$ cat config.mk
export PLATFORM = sky130hd
export DESIGN_NAME = sub_serial
export DESIGN_NICKNAME = d
export VERILOG_FILES = /design/src/rtl/sub_serial.sv
export SDC_FILE = /design/constraint.sdc
export NUM_CORES = 1
export LEC_CHECK = 0
export CAP_MARGIN = 30
export CELL_PAD_IN_SITES_DETAIL_PLACEMENT = 1
export CELL_PAD_IN_SITES_GLOBAL_PLACEMENT = 2
export CORE_ASPECT_RATIO = 1.75
export CORE_MARGIN = 5
export CORE_UTILIZATION = 31
export CTS_CLUSTER_SIZE = 40
export DETAILED_ROUTE_END_ITERATION = 12
export PLACE_DENSITY_LB_ADDON = 0.1
export RECOVER_POWER = 25
export REMOVE_ABC_BUFFERS = 1
export SKIP_CTS_REPAIR_TIMING = 1
export SLEW_MARGIN = 20
export SYNTH_ARGS = -nofsm -noshare
export SYNTH_HDL_FRONTEND = slang
export SYNTH_SLANG_ARGS = --single-unit
$ cat constraint.sdc
create_clock -name clk -period 1.7 [get_ports clk]
set_input_delay 0.51 -clock clk [delete_from_list [all_inputs] [get_ports clk]]
set_output_delay 0.51 -clock clk [all_outputs]
set_load 0.05 [all_outputs]
$ cat src/rtl/sub_serial.sv
// Bit-serial subtractor: LSB-first ripple-borrow over WIDTH cycles, IDLE/SUB/DONE FSM.
// Optional signed-overflow output enabled by defining SUB_SERIAL_OVF_EN.
module sub_serial #(
    parameter int WIDTH = 8
) (
    input  logic             clk,
    input  logic             rst,
    input  logic             en,
    input  logic [WIDTH-1:0] a,
    input  logic [WIDTH-1:0] b,
    output logic [WIDTH-1:0] out,
    output logic             borrow,
    output logic             busy,
    output logic             done
`ifdef SUB_SERIAL_OVF_EN
    ,
    output logic             ovf
`endif
);

    localparam int CW = $clog2(WIDTH);
    localparam logic [CW-1:0] LAST = CW'(WIDTH - 1);

    localparam logic [1:0] IDLE = 2'd0;
    localparam logic [1:0] SUB  = 2'd1;
    localparam logic [1:0] DONE = 2'd2;

    logic [1:0]       state;
    logic [WIDTH-1:0] a_reg;
    logic [WIDTH-1:0] b_reg;
    logic [CW-1:0]    count;
    logic             d;
    logic             nb;

    assign d  = a_reg[0] ^ b_reg[0] ^ borrow;
    assign nb = (~a_reg[0] & b_reg[0]) | (~a_reg[0] & borrow) | (b_reg[0] & borrow);

    assign busy = (state == SUB);
    assign done = (state == DONE);

`ifdef SUB_SERIAL_OVF_EN
    logic a_msb;
    logic b_msb;

    // Operand MSBs are lost to the shift, so they are kept for the overflow test.
    assign ovf = done & (a_msb != b_msb) & (out[WIDTH-1] != a_msb);

    always_ff @(posedge clk or negedge rst) begin
        if (!rst) begin
            a_msb <= 1'b0;
            b_msb <= 1'b0;
        end else if (state == IDLE && en) begin
            a_msb <= a[WIDTH-1];
            b_msb <= b[WIDTH-1];
        end
    end
`endif

    always_ff @(posedge clk or negedge rst) begin
        if (!rst) begin
            state  <= IDLE;
            a_reg  <= '0;
            b_reg  <= '0;
            out    <= '0;
            borrow <= 1'b0;
            count  <= '0;
        end else begin
            unique case (state)
                IDLE: begin
                    if (en) begin
                        a_reg  <= a;
                        b_reg  <= b;
                        out    <= '0;
                        borrow <= 1'b0;
                        count  <= '0;
                        state  <= SUB;
                    end
                end
                SUB: begin
                    out    <= {d, out[WIDTH-1:1]};
                    borrow <= nb;
                    a_reg  <= a_reg >> 1;
                    b_reg  <= b_reg >> 1;
                    count  <= count + 1'b1;
                    if (count == LAST) state <= DONE;
                end
                DONE: begin
                    // Four-phase release: en must drop before a new start.
                    if (!en) state <= IDLE;
                end
                default: state <= IDLE;
            endcase
        end
    end

endmodule

After elaboration in Yosys (flattened, before gate mapping)
Cells that the tools add are included.
- register bits after elaboration: 30
- input bits: 19
- output and inout bits: 11
- word-level logic and storage cells: 39
- $add $sub $neg: 1
- eq/ne operators: 6
- mux-type cells: 14
- bitwise gates (word level): 8
- reductions and logical operators: 4
- operator list (operator ; number):
    $pmux 8 s2 ; 3
    $mux 8 ; 3
    $mux 2 ; 3
    $pmux 2 s3 ; 1
    $pmux 3 s2 ; 1
    $ne 2x2->1 const B ; 2
    $add 3x1->3 const B ; 1
    $and 1x1->1 ; 3
    $eq 3x3->1 const B ; 1
    $mux 3 ; 1
    $reduce_and 3->1 ; 1
    $eq 2x1->1 const B ; 1
    $eq 2x2->1 const B ; 1
    $logic_not 2->1 ; 1
    $ne 2x1->1 const B ; 1
    $or 1x1->1 ; 2
    $pmux 1 s2 ; 1
    $reduce_and 2->1 ; 1
    $reduce_bool 2->1 ; 1
    $xor 1x1->1 ; 2
    $mux 1 ; 1
    $not 1->1 ; 1

Depth between registers and ports, before layout
- depth in word-level cells: 5
- depth in mapped cells: 5
- gate-level depth less buffers: 5

Worst setup path before layout
Ideal clock, no wire load.
- path type: register to output
- start point: register state[1]
- end point: output done
- arrival: 1179 ps
- data required time: 1190 ps
- slack: 11 ps
- cell stages (with the launch flop): 3
- path buffers: 0
- cells stage by stage: dfrtp_1 > inv_1 > nor2_1
- longest elaborated chain between the ends: 1
- RTL lines (element ; RTL line ; source):
    from (decl) ; 28 ; logic [1:0] state;
    from (signal assigned) ; 61 ; state <= IDLE;
    from (signal assigned) ; 76 ; state <= SUB;
    from (signal assigned) ; 85 ; if (count == LAST) state <= DONE;
    $eq 2x2->1 ; 39 ; assign done = (state == DONE);
    to (decl) ; 14 ; output logic done
No other way between the ends.

Worst setup path in the final report
- start point: register state[0]
- end point: output done
The elaborated chain is that of the path after synthesis.

==> run metrics <==
Synth Area in XOR/XNOR 0%; post-layout total power 3.82 mW; Worst-path clk slew 0.07 ns; worst-case vdd ir drop 1.47 mV; shortest period the worst path allows 1.64 ns; CP Launch Type flip-flop; grt total ovfl 0; mean area per synthesized cell 11.1 sq um; Synth Area in Adders 3.44%; DRT Pass-1 Iters 2; met1 GRT Util 15.6%; clk_skew 0.00993 ns; first-pass GRT wire length 6.08 mm; asr flop ratio synth 100%; CP required 1.19 ns; worst path cell trace nor2_2, buf_12; vias 1107; Die W 59.1 microns; multiplexer share of the synthesized area 0%; outcome complete, no violations; Remaining DRCs 0; count leader, synth dfrtp_1; row count 31; DR WL/cell 17.2 microns; RSZ-0062 raised after global routing false; largest family of logic cells by synthesized area compound AO/OA/AOI/OAI gates; final worst path period share 96.3%; vias in the first global route 1253; Initial Utilization 31.8%; Clock Latency Late Sink 0.28 ns; Area contributors post-synth dfrtp_1 (57%), o22ai_1 (13%), a22o_1 (7.4%); slowest CP cell dfrtp_2; Distinct cells, synth 20; GPL Wtd Cong 0.722; Post-synth EDFFs 0; crit-path max cell delay 0.46 ns; sequential-to-total area share from yosys stat 57.4%; Reg2Reg Launch Point state[1]$_DFFE_PN0P_; Rel. slew slack 48.8%; Max Freq 0.611 GHz; FILL cells 466; Port Buffer Count 29; DR iter-0 viols 21; root buffer cell clkbuf_8; CTS tree built; Worst Path Buf+Inv 1; slew of the pin with the lowest slew margin 0.767 ns; DP HPWL 2.54 mm; drt total wl 3.52 mm; CP Launch Point state[0]$_DFFE_PN0P_; Leakage 0.799 nW; total power divided by cell area 2030 mW/mm^2; Clock Tree Buf Depth 2; met3 usage 3.76%; post-synthesis simple-gate area fraction 4.02%; area fraction of the dominant cell type after synthesis 57.4%; GRT met2 Usage 25.0%; Worst Path Arrival 1.13 ns; ant diodes 0; initial antenna violation count 0; share of layout cells above drive strength 1 21.2%; Max Cap Viol 0; Layout Nets 177; Hold Path Origin state[1]$_DFFE_PN0P_; max-slew violations 0; Main synth FF type dfrtp_1; Yosys Warn Count 0; Yosys reg bits 30; delay-heaviest family, CP flip-flops; worst-path fanout max 8; CTS Buf Count 5; Synth Area in Compound Gates 29.3%; area leader, netlist dfrtp_1; busiest grt layer met2; Final Hold Viols 0; Syn Inst Count 118; Vias/cell 5.40; final worst slack 0.0626 ns; pre-CTS setup slack -0.0586 ns; Core ar. 0.00411 sq mm; largest net degree at the start of global routing 31; H-tree levels 2; die area 0.00567 sq mm; Layout area overhead 43.8%; CP Capture Type output pin; final setup fails 0; die span in y 96.0 microns; Post-Syn Area 0.00131 sq mm; critical path class reg -> out; Top Ports 30; remaining antenna violation count 0; GRT Total Usage 14.3%; clk sinks 30; leading post-synthesis cells by instance count dfrtp_1 (30), o22ai_1 (28), a21oi_1 (15); HP Class reg -> reg
==> cell usage in the layout, fill, tap and decap left out <==
master and n:
o22ai_1 28, dfrtp_1 28, clkdlybuf4s50_1 17, a21oi_1 15, a22o_1 11, buf_12 11
buf_4 9, clkbuf_8 6, o21ai_0 5, nand2_1 4, inv_1 3, nand2b_1 2
nor2_1 2, ha_1 2, dfrtp_2 2, nor2_2 1, inv_2 1, o21bai_1 1
o21ai_1 1, and2b_1 1, nor2b_1 1, fa_1 1, clkinvlp_4 1, clkinv_2 1
dlygate4sd3_1 1, clkbuf_2 1
==> final timing paths <==
path | to | slack [ns] | cells after the start
min in group asynchronous | a_reg[5]$_DFFE_PN0P_ | 0.84 | 2
min reg2reg | state[0]$_DFFE_PN0P_ | 0.45 | 1
max | done | 0.06 | 2
max reg2reg | a_reg[4]$_DFFE_PN0P_ | 0.43 | 5
max in group asynchronous | state[1]$_DFFE_PN0P_ | 0.32 | 2
min | state[0]$_DFFE_PN0P_ | 0.45 | 1
==> per-stage QoR <==
stage / hold WS [ns] / instance area (sq um) / std cells / setup TNS, ns / util, %
2_1_floorplan: 0.214 / 1250 / 109 / -0.0928 / -
3_3_place_gp: 0.489 / 1790 / 196 / 0 / 43.5
3_5_place_dp: 0.500 / 1790 / 196 / -0.433 / 43.5
4_1_cts: 0.525 / 1880 / 204 / -0.0747 / 45.8
5_1_grt: 0.464 / 1880 / 205 / 0 / 45.8
6_report: 0.453 / 1880 / 205 / 0 / 45.8
==> cell families after synthesis <==
logic type               Yosys count
AND/OR/NAND/NOR                   11
adder cells (fa/ha/maj)            3
flip-flops                        30
AO/OA/AOI/OAI                     61
buffers and inverters             13
==> per-layer routing <==
layer  part of all wire, %  up-vias
met3                   5.0        5
met2                    54       21
met5                     0        -
met4                   1.4        0
met1                    39      558
li1                      -      523
==> report_power, final <==
part           internal (mW)  switching, mW  total (mW)
combinational          0.883          0.965        1.85
sequential              1.04          0.323        1.37
clock                  0.325          0.277       0.602
total                   2.25           1.56        3.82
==> worst register-to-register path: cells and delay by family (launching register included) <==
kind                   cells  cell delay [ns]
buffers and inverters      2             0.34
flip-flops                 1             0.42
AND/OR/NAND/NOR            1             0.15
AO/OA/AOI/OAI              2             0.22
==> final cells by class <==
type / instances / area, sq um / share of cell area (%)
Multi-Input combinational cell: 75 / 484 / 25.7
Timing Repair Buffer: 39 / 473 / 25.1
Clock buffer: 6 / 82.6 / 4.39
Sequential cell: 30 / 753 / 40.0
Clock inverter: 2 / 12.5 / 0.665
Inverter: 4 / 15.0 / 0.798
Tap cell: 49 / 61.3 / 3.26
Power figures use the tool's default switching activity.
